--- src/rtl/fifo_pkg.sv ---
// Shared types and Gray-code helpers for the async FIFO pointer blocks.
package fifo_pkg;

   localparam int ADDR_SIZE_DEF = 4;
   localparam int PTR_W_DEF     = ADDR_SIZE_DEF + 1;

   typedef logic [PTR_W_DEF-1:0] ptr_t;

   // Inputs are zero-extended into 32 bits; width masks the result back down.
   function automatic logic [31:0] bin2gray(input logic [31:0] bin, input int width);
      logic [31:0] mask;
      mask = (width >= 32) ? 32'hFFFF_FFFF : ((32'd1 << width) - 32'd1);
      return (bin ^ (bin >> 1)) & mask;
   endfunction

   function automatic logic [31:0] gray2bin(input logic [31:0] gray, input int width);
      logic [31:0] bin;
      logic [31:0] mask;
      mask = (width >= 32) ? 32'hFFFF_FFFF : ((32'd1 << width) - 32'd1);
      bin  = gray & mask;
      for (int i = 30; i >= 0; i--) begin
         bin[i] = bin[i] ^ bin[i+1];
      end
      return bin & mask;
   endfunction

endpackage

--- src/rtl/fifo_wptr_full_gray2bin_conv.sv ---
// Combinational Gray-to-binary converter; each binary bit is the XOR of all
// Gray bits at or above it. Shared with the read-side empty block.
module gray2bin_conv #(
   parameter int W = 5
) (
   input  logic [W-1:0] gray,
   output logic [W-1:0] bin
);

   for (genvar i = 0; i < W; i++) begin : g_bit
      assign bin[i] = ^gray[W-1:i];
   end

endmodule

--- src/rtl/fifo_wptr_full.sv ---
// Write-domain pointer/status stage of the async FIFO: write pointers, RAM
// write port, full / almost-full / level. Optional macro: FIFO_WOVF_STICKY_EN.
module fifo_wptr_full
   import fifo_pkg::*;
#(
   parameter int ADDR_SIZE    = ADDR_SIZE_DEF,
   parameter int AFULL_THRESH = 12
) (
   input  logic                 clk,
   input  logic                 rst_n,
   input  logic                 winc,
`ifdef FIFO_WOVF_STICKY_EN
   input  logic                 wovf_clr,
`endif
   input  logic [ADDR_SIZE:0]   wq2_rptr,
   output logic                 wen,
   output logic [ADDR_SIZE-1:0] waddr,
   output logic [ADDR_SIZE:0]   wptr,
   output logic                 wfull,
   output logic                 walmost_full,
   output logic [ADDR_SIZE:0]   wlevel
`ifdef FIFO_WOVF_STICKY_EN
   ,
   output logic                 wovf
`endif
);

   localparam int PW = ADDR_SIZE + 1;
   localparam logic [PW-1:0] AFULL_LVL = PW'(AFULL_THRESH);

   logic [PW-1:0] wbin_r;
   logic [PW-1:0] wbin_next_s;
   logic [PW-1:0] wgray_next_s;
   logic [PW-1:0] rbin_s;
   logic [PW-1:0] level_next_s;
   logic [PW-1:0] full_ptr_s;
   logic          wfull_next_s;
   logic          wafull_next_s;

   gray2bin_conv #(.W(PW)) u_rptr_conv (
      .gray (wq2_rptr),
      .bin  (rbin_s)
   );

   assign wen   = winc & ~wfull;
   assign waddr = wbin_r[ADDR_SIZE-1:0];

   // Full means the write pointer sits exactly one lap ahead of the read
   // pointer: in Gray that is the read pointer with its top two bits flipped.
   always_comb begin
      wbin_next_s   = wbin_r + {{ADDR_SIZE{1'b0}}, wen};
      wgray_next_s  = PW'(bin2gray(32'(wbin_next_s), PW));
      full_ptr_s    = {~wq2_rptr[ADDR_SIZE:ADDR_SIZE-1], wq2_rptr[ADDR_SIZE-2:0]};
      level_next_s  = wbin_next_s - rbin_s;
      if (wgray_next_s == full_ptr_s) begin
         wfull_next_s = 1'b1;
      end else begin
         wfull_next_s = 1'b0;
      end
      if (level_next_s >= AFULL_LVL) begin
         wafull_next_s = 1'b1;
      end else begin
         wafull_next_s = 1'b0;
      end
   end

   // Pointer and status registers.
   always_ff @(posedge clk or negedge rst_n) begin
      if (!rst_n) begin
         wbin_r       <= {PW{1'b0}};
         wptr         <= {PW{1'b0}};
         wfull        <= 1'b0;
         walmost_full <= 1'b0;
         wlevel       <= {PW{1'b0}};
      end else begin
         wbin_r       <= wbin_next_s;
         wptr         <= wgray_next_s;
         wfull        <= wfull_next_s;
         walmost_full <= wafull_next_s;
         wlevel       <= level_next_s;
      end
   end

`ifdef FIFO_WOVF_STICKY_EN
   // Sticky overflow: a dropped write wins over a same-cycle clear.
   always_ff @(posedge clk or negedge rst_n) begin
      if (!rst_n) begin
         wovf <= 1'b0;
      end else if (winc && wfull) begin
         wovf <= 1'b1;
      end else if (wovf_clr) begin
         wovf <= 1'b0;
      end else begin
         wovf <= wovf;
      end
   end
`endif

endmodule
--- config.mk ---
export PLATFORM = sky130hd
export DESIGN_NAME = fifo_wptr_full
export DESIGN_NICKNAME = d
export VERILOG_FILES = /design/src/rtl/fifo_pkg.sv /design/src/rtl/fifo_wptr_full_gray2bin_conv.sv /design/src/rtl/fifo_wptr_full.sv
export SDC_FILE = /design/constraint.sdc
export NUM_CORES = 1
export LEC_CHECK = 0
export CAP_MARGIN = 15
export CORE_MARGIN = 5
export CORE_UTILIZATION = 50
export DETAILED_ROUTE_END_ITERATION = 8
export GPL_TIMING_DRIVEN = 0
export PLACE_DENSITY = 0.8
export SLEW_MARGIN = 20
export SYNTH_ARGS = -nofsm -noshare
export SYNTH_HDL_FRONTEND = slang
export SYNTH_HIERARCHICAL = 1
export SYNTH_SLANG_ARGS = --single-unit
--- constraint.sdc ---
create_clock -name clk -period 6.2 [get_ports clk]
set_input_delay 1.24 -clock clk [delete_from_list [all_inputs] [get_ports clk]]
set_output_delay 1.24 -clock clk [all_outputs]
set_load 0.005 [all_outputs]
==> impl_summary.log <==
[metrics] Die W: around 52 um
[metrics] Internal Power: between 400 and 500 uW
[metrics] net count of the mapped netlist: slightly below 90
[metrics] vertical die dimension: ~52 um
[metrics] Max Transition Viols Final: 0
[metrics] wire length of the first global-routing pass: ~2.6 mm
[metrics] clock latency reported for the late side of the worst-skew pair: roughly 0.28 ns
[metrics] synthesized cell area: 898 um2
[metrics] end of the critical path: walmost_full$_DFF_PN0_
[metrics] largest net degree at the start of global routing: 17
[metrics] number of storage elements in the synthesis netlist: 16
[metrics] ratio of routed vias to standard cells: between 4 and 5
[metrics] global route total overflow: 0
[metrics] core box area: about 1700 um2
[metrics] setup fix buffers added after clock tree synthesis: 0
[metrics] Combinational Power Share: between 60% and 70%
[metrics] placed instance area: 1170 um2
[metrics] Tcrit/Tclk final: roughly three fifths
[metrics] post-route cell area: between 1000 and 1500 um2
[metrics] CTS hold repair buffers: 0
[metrics] share of the synthesized area in the top cell type: between 40% and 50%
[metrics] Slew @ Worst Pin: roughly 0.68 ns
[metrics] cell types with the largest area share after synthesis: sky130_fd_sc_hd__dfrtp_1 45%, sky130_fd_sc_hd__xnor2_1 14%, sky130_fd_sc_hd__ha_1 7.0%
[metrics] CTS resizes: 0
[metrics] number of diodes: 0
[metrics] unrepaired setup endpoints after global routing: no
[metrics] area of the die: between 2000 and 3000 um2
[metrics] r2r endpoint: walmost_full$_DFF_PN0_
[metrics] number of endpoints failing setup at the final stage: 0
[metrics] Final Critical Period: around 3.6 ns
[metrics] startpoint of the most critical setup path: wq2_rptr[4]
[metrics] total of warnings raised by yosys: 6
[metrics] post-synthesis cell type count: 24
[metrics] Relative slew margins: 54.4%
[metrics] largest fanout on the critical path: 4
[metrics] final total negative setup slack: 0 ns
[metrics] Post-layout nets: roughly 120
[metrics] clock network fraction of design power: about a tenth
[metrics] sink count of the clock tree: 16
[metrics] count of non-filler cells in the finished layout: approximately 130
[metrics] endpoint arrival time on the critical path: about 3.8 ns
[metrics] run status: finished clean
[metrics] largest family of logic cells by synthesized area: XOR/XNOR gates
[metrics] signed area change from the synthesized netlist to the final layout: 34.3%
[metrics] number of buffers added by the clock tree synthesis step: 3
[metrics] category of the critical setup timing path: in -> reg
[metrics] data required time of the critical path: 6.38 ns
[metrics] average size of a mapped cell: approximately 12 um2
[metrics] reg2reg start: wfull$_DFF_PN0_
[metrics] final worst clock skew: about 0.0025 ns
[metrics] Compound-Gate Fraction of Synth Area: 4.74%
[metrics] remaining routing DRC violations: 0
[metrics] CTS Buffer Depth: 2
[metrics] worst-case reg-to-reg path depth: 9
[metrics] highest ir drop seen on vdd: 0.328 mV
[metrics] Port Buffers: 24
[metrics] vias in the first global route: 566
[metrics] Root Buffer Master: sky130_fd_sc_hd__clkbuf_4
[metrics] routability cong.: 0.723
[metrics] via count: 575
[metrics] combined global-route utilization of all metal layers: roughly an eighth
[metrics] Detailed Place HPWL: around 1.2 mm
[metrics] Sw Pwr: ~250 uW
[metrics] maximum level of the CTS H-tree: 1
[metrics] Hold Path Class: reg -> reg
[metrics] part of the power in registers: around 28%
[metrics] switching share of power: approximately 36%
[metrics] number of nets still failing antenna checks after routing: 0
[metrics] number of DRC violations after detailed-routing iteration 0: 4
[metrics] CP endpoint kind: register
[metrics] initial antenna violation count: 0
[metrics] Max Freq: 0.275 GHz
[metrics] cell type with the largest total area after synthesis: sky130_fd_sc_hd__dfrtp_1
[metrics] row cnt: 15
[metrics] total placed cells including tap cells: around 120
[metrics] wire per inst: ~12 um
[metrics] Critical Path Source Type: primary input
[metrics] io pins: 25
[metrics] starting density of the core: between 50% and 60%
[metrics] fraction of final layout cells with drive strength greater than 1: between 9 and 10%
[metrics] leakage power: between 0.0005 and 0.0006 uW
[metrics] share of synthesized cell area in full adder, half adder and majority cells: 11.6%
[metrics] multiplexer share of the synthesized area: 0%
[metrics] areal power density over the cells: ~580 nW/um2
[metrics] Final Total Pwr: 694 uW
[metrics] clock transition time at the flip-flop clock pins of the worst setup and hold paths: 0.09 ns
[metrics] simple logic cell fraction of the synthesized area: 5.57%
[metrics] max-cap check violation count: 0
[metrics] final hold vios: 0
[metrics] xor-xnor portion of the synthesized cell area: between 20% and 30%
[metrics] Post-Syn Instances: 75
[metrics] reg-to-reg setup timing slack: 3.70 ns
[metrics] CTS tree: yes
[metrics] sequential area share after synthesis: between 40% and 50%
[metrics] Total Routed Length: 1.49 mm
[metrics] first-pass iteration count of the detailed router: 2
[layer usage]
layer  track usage (%)  vias to the layer above  wire length, um
met3              1.71                        2               51
met1              16.3                      270              698
met2              20.9                       12              719
met5                 0                        -                0
met4              8.94                        0               23
li1                  -                      291                -
[cell type report]
cell class,instances,area [um2]
Sequential cell,16,400
Tap cell,25,31.3
Timing Repair Buffer,24,240
Clock buffer,4,36.3
Multi-Input combinational cell,47,449
Inverter,11,41.3
Buffer,1,7.51
Fill cell,124,520
[worst min path at each step]
stage                             start                 to  slack [ns]  depth (start not counted)
finish              wbin_r[4]$_DFF_PN0_  wptr[3]$_DFF_PN0_        0.56                          1
global route        wbin_r[4]$_DFF_PN0_  wptr[3]$_DFF_PN0_        0.59                          1
detailed placement  wbin_r[4]$_DFF_PN0_  wptr[3]$_DFF_PN0_        0.55                          1
CTS                 wbin_r[4]$_DFF_PN0_  wptr[3]$_DFF_PN0_        0.56                          1
global placement    wbin_r[4]$_DFF_PN0_  wptr[3]$_DFF_PN0_        0.54                          1
floorplan           wbin_r[4]$_DFF_PN0_  wptr[3]$_DFF_PN0_        0.52                          1
[sequential cells by signal, indices dropped and copies added (netlist names)]
name	flops
walmost_full	1
wbin_r	5
wfull	1
wlevel	5
wptr	4
[critical path: stages]
cell and delay (ns):
sky130_fd_sc_hd__clkdlybuf4s50_1 0.57, sky130_fd_sc_hd__xor2_2 0.28, sky130_fd_sc_hd__xnor3_1 0.37, sky130_fd_sc_hd__ha_1 0.22, sky130_fd_sc_hd__fa_1 0.42, sky130_fd_sc_hd__maj3_2 0.32
sky130_fd_sc_hd__o21bai_2 0.12, sky130_fd_sc_hd__xnor2_1 0.10, sky130_fd_sc_hd__a21o_1 0.17
[Yosys cell counts (all sizes together)]
cell / instances
dfrtp: 16
xnor2: 15
inv: 11
xor2: 7
ha: 5
a21oi: 2
maj3: 2
nand2: 2
nor3: 2
xnor3: 2
a21o: 1
and3: 1
and4b: 1
buf: 1
fa: 1
nand3: 1
nor2: 1
nor2b: 1
o21ai: 1
o21bai: 1
o22a: 1
[through the flow]
| stage | hold slack [ns] | util (%) | setup WS, ns |
|---|---|---|---|
| after floorplan | 0.520 | - | 2.95 |
| after global placement | 0.536 | 67.8 | 2.27 |
| after detailed placement | 0.547 | 67.8 | 2.26 |
| after CTS | 0.558 | 69.9 | 2.55 |
| after global routing | 0.586 | 69.9 | 2.45 |
| final | 0.561 | 69.9 | 2.56 |
[power by group through the flow]
stage	clock, uW	combinational, uW	sequential (uW)
finish	68.5	432	194
global route	75.4	479	202
CTS	70.9	440	194
detailed placement	0	437	197
global placement	0	431	196
floorplan	0	270	201
[cells in the final DEF, fill, tap and decap left out]
cell type | netlist | final
sky130_fd_sc_hd__clkbuf_8 | 0 | 1
sky130_fd_sc_hd__inv_1 | 11 | 11
sky130_fd_sc_hd__nor2b_1 | 1 | 1
sky130_fd_sc_hd__buf_4 | 1 | 1
sky130_fd_sc_hd__nor3_1 | 2 | 2
sky130_fd_sc_hd__a21oi_1 | 2 | 2
sky130_fd_sc_hd__xnor3_1 | 2 | 2
sky130_fd_sc_hd__and3_1 | 1 | 1
sky130_fd_sc_hd__o22a_1 | 1 | 1
sky130_fd_sc_hd__ha_1 | 5 | 5
sky130_fd_sc_hd__maj3_1 | 1 | 1
sky130_fd_sc_hd__xnor2_1 | 14 | 14
sky130_fd_sc_hd__dfrtp_1 | 16 | 16
sky130_fd_sc_hd__and4b_2 | 1 | 1
sky130_fd_sc_hd__fa_1 | 1 | 1
sky130_fd_sc_hd__xnor2_2 | 1 | 1
sky130_fd_sc_hd__nand2_1 | 2 | 2
sky130_fd_sc_hd__clkbuf_4 | 0 | 3
sky130_fd_sc_hd__clkdlybuf4s50_1 | 0 | 24
sky130_fd_sc_hd__nor2_1 | 1 | 1
sky130_fd_sc_hd__a21o_1 | 1 | 1
sky130_fd_sc_hd__o21bai_2 | 1 | 1
sky130_fd_sc_hd__maj3_2 | 1 | 1
sky130_fd_sc_hd__o21ai_0 | 1 | 1
sky130_fd_sc_hd__xor2_1 | 6 | 6
sky130_fd_sc_hd__xor2_2 | 1 | 1
sky130_fd_sc_hd__nand3_1 | 1 | 1
[logic make-up after synthesis]
group | Yosys count
fa+ha+maj | 8
xor+xnor | 24
flops | 16
simple gates | 9
compound gates | 6
buf+inv | 12
No activity file was read; power rests on OpenSTA's default activity.
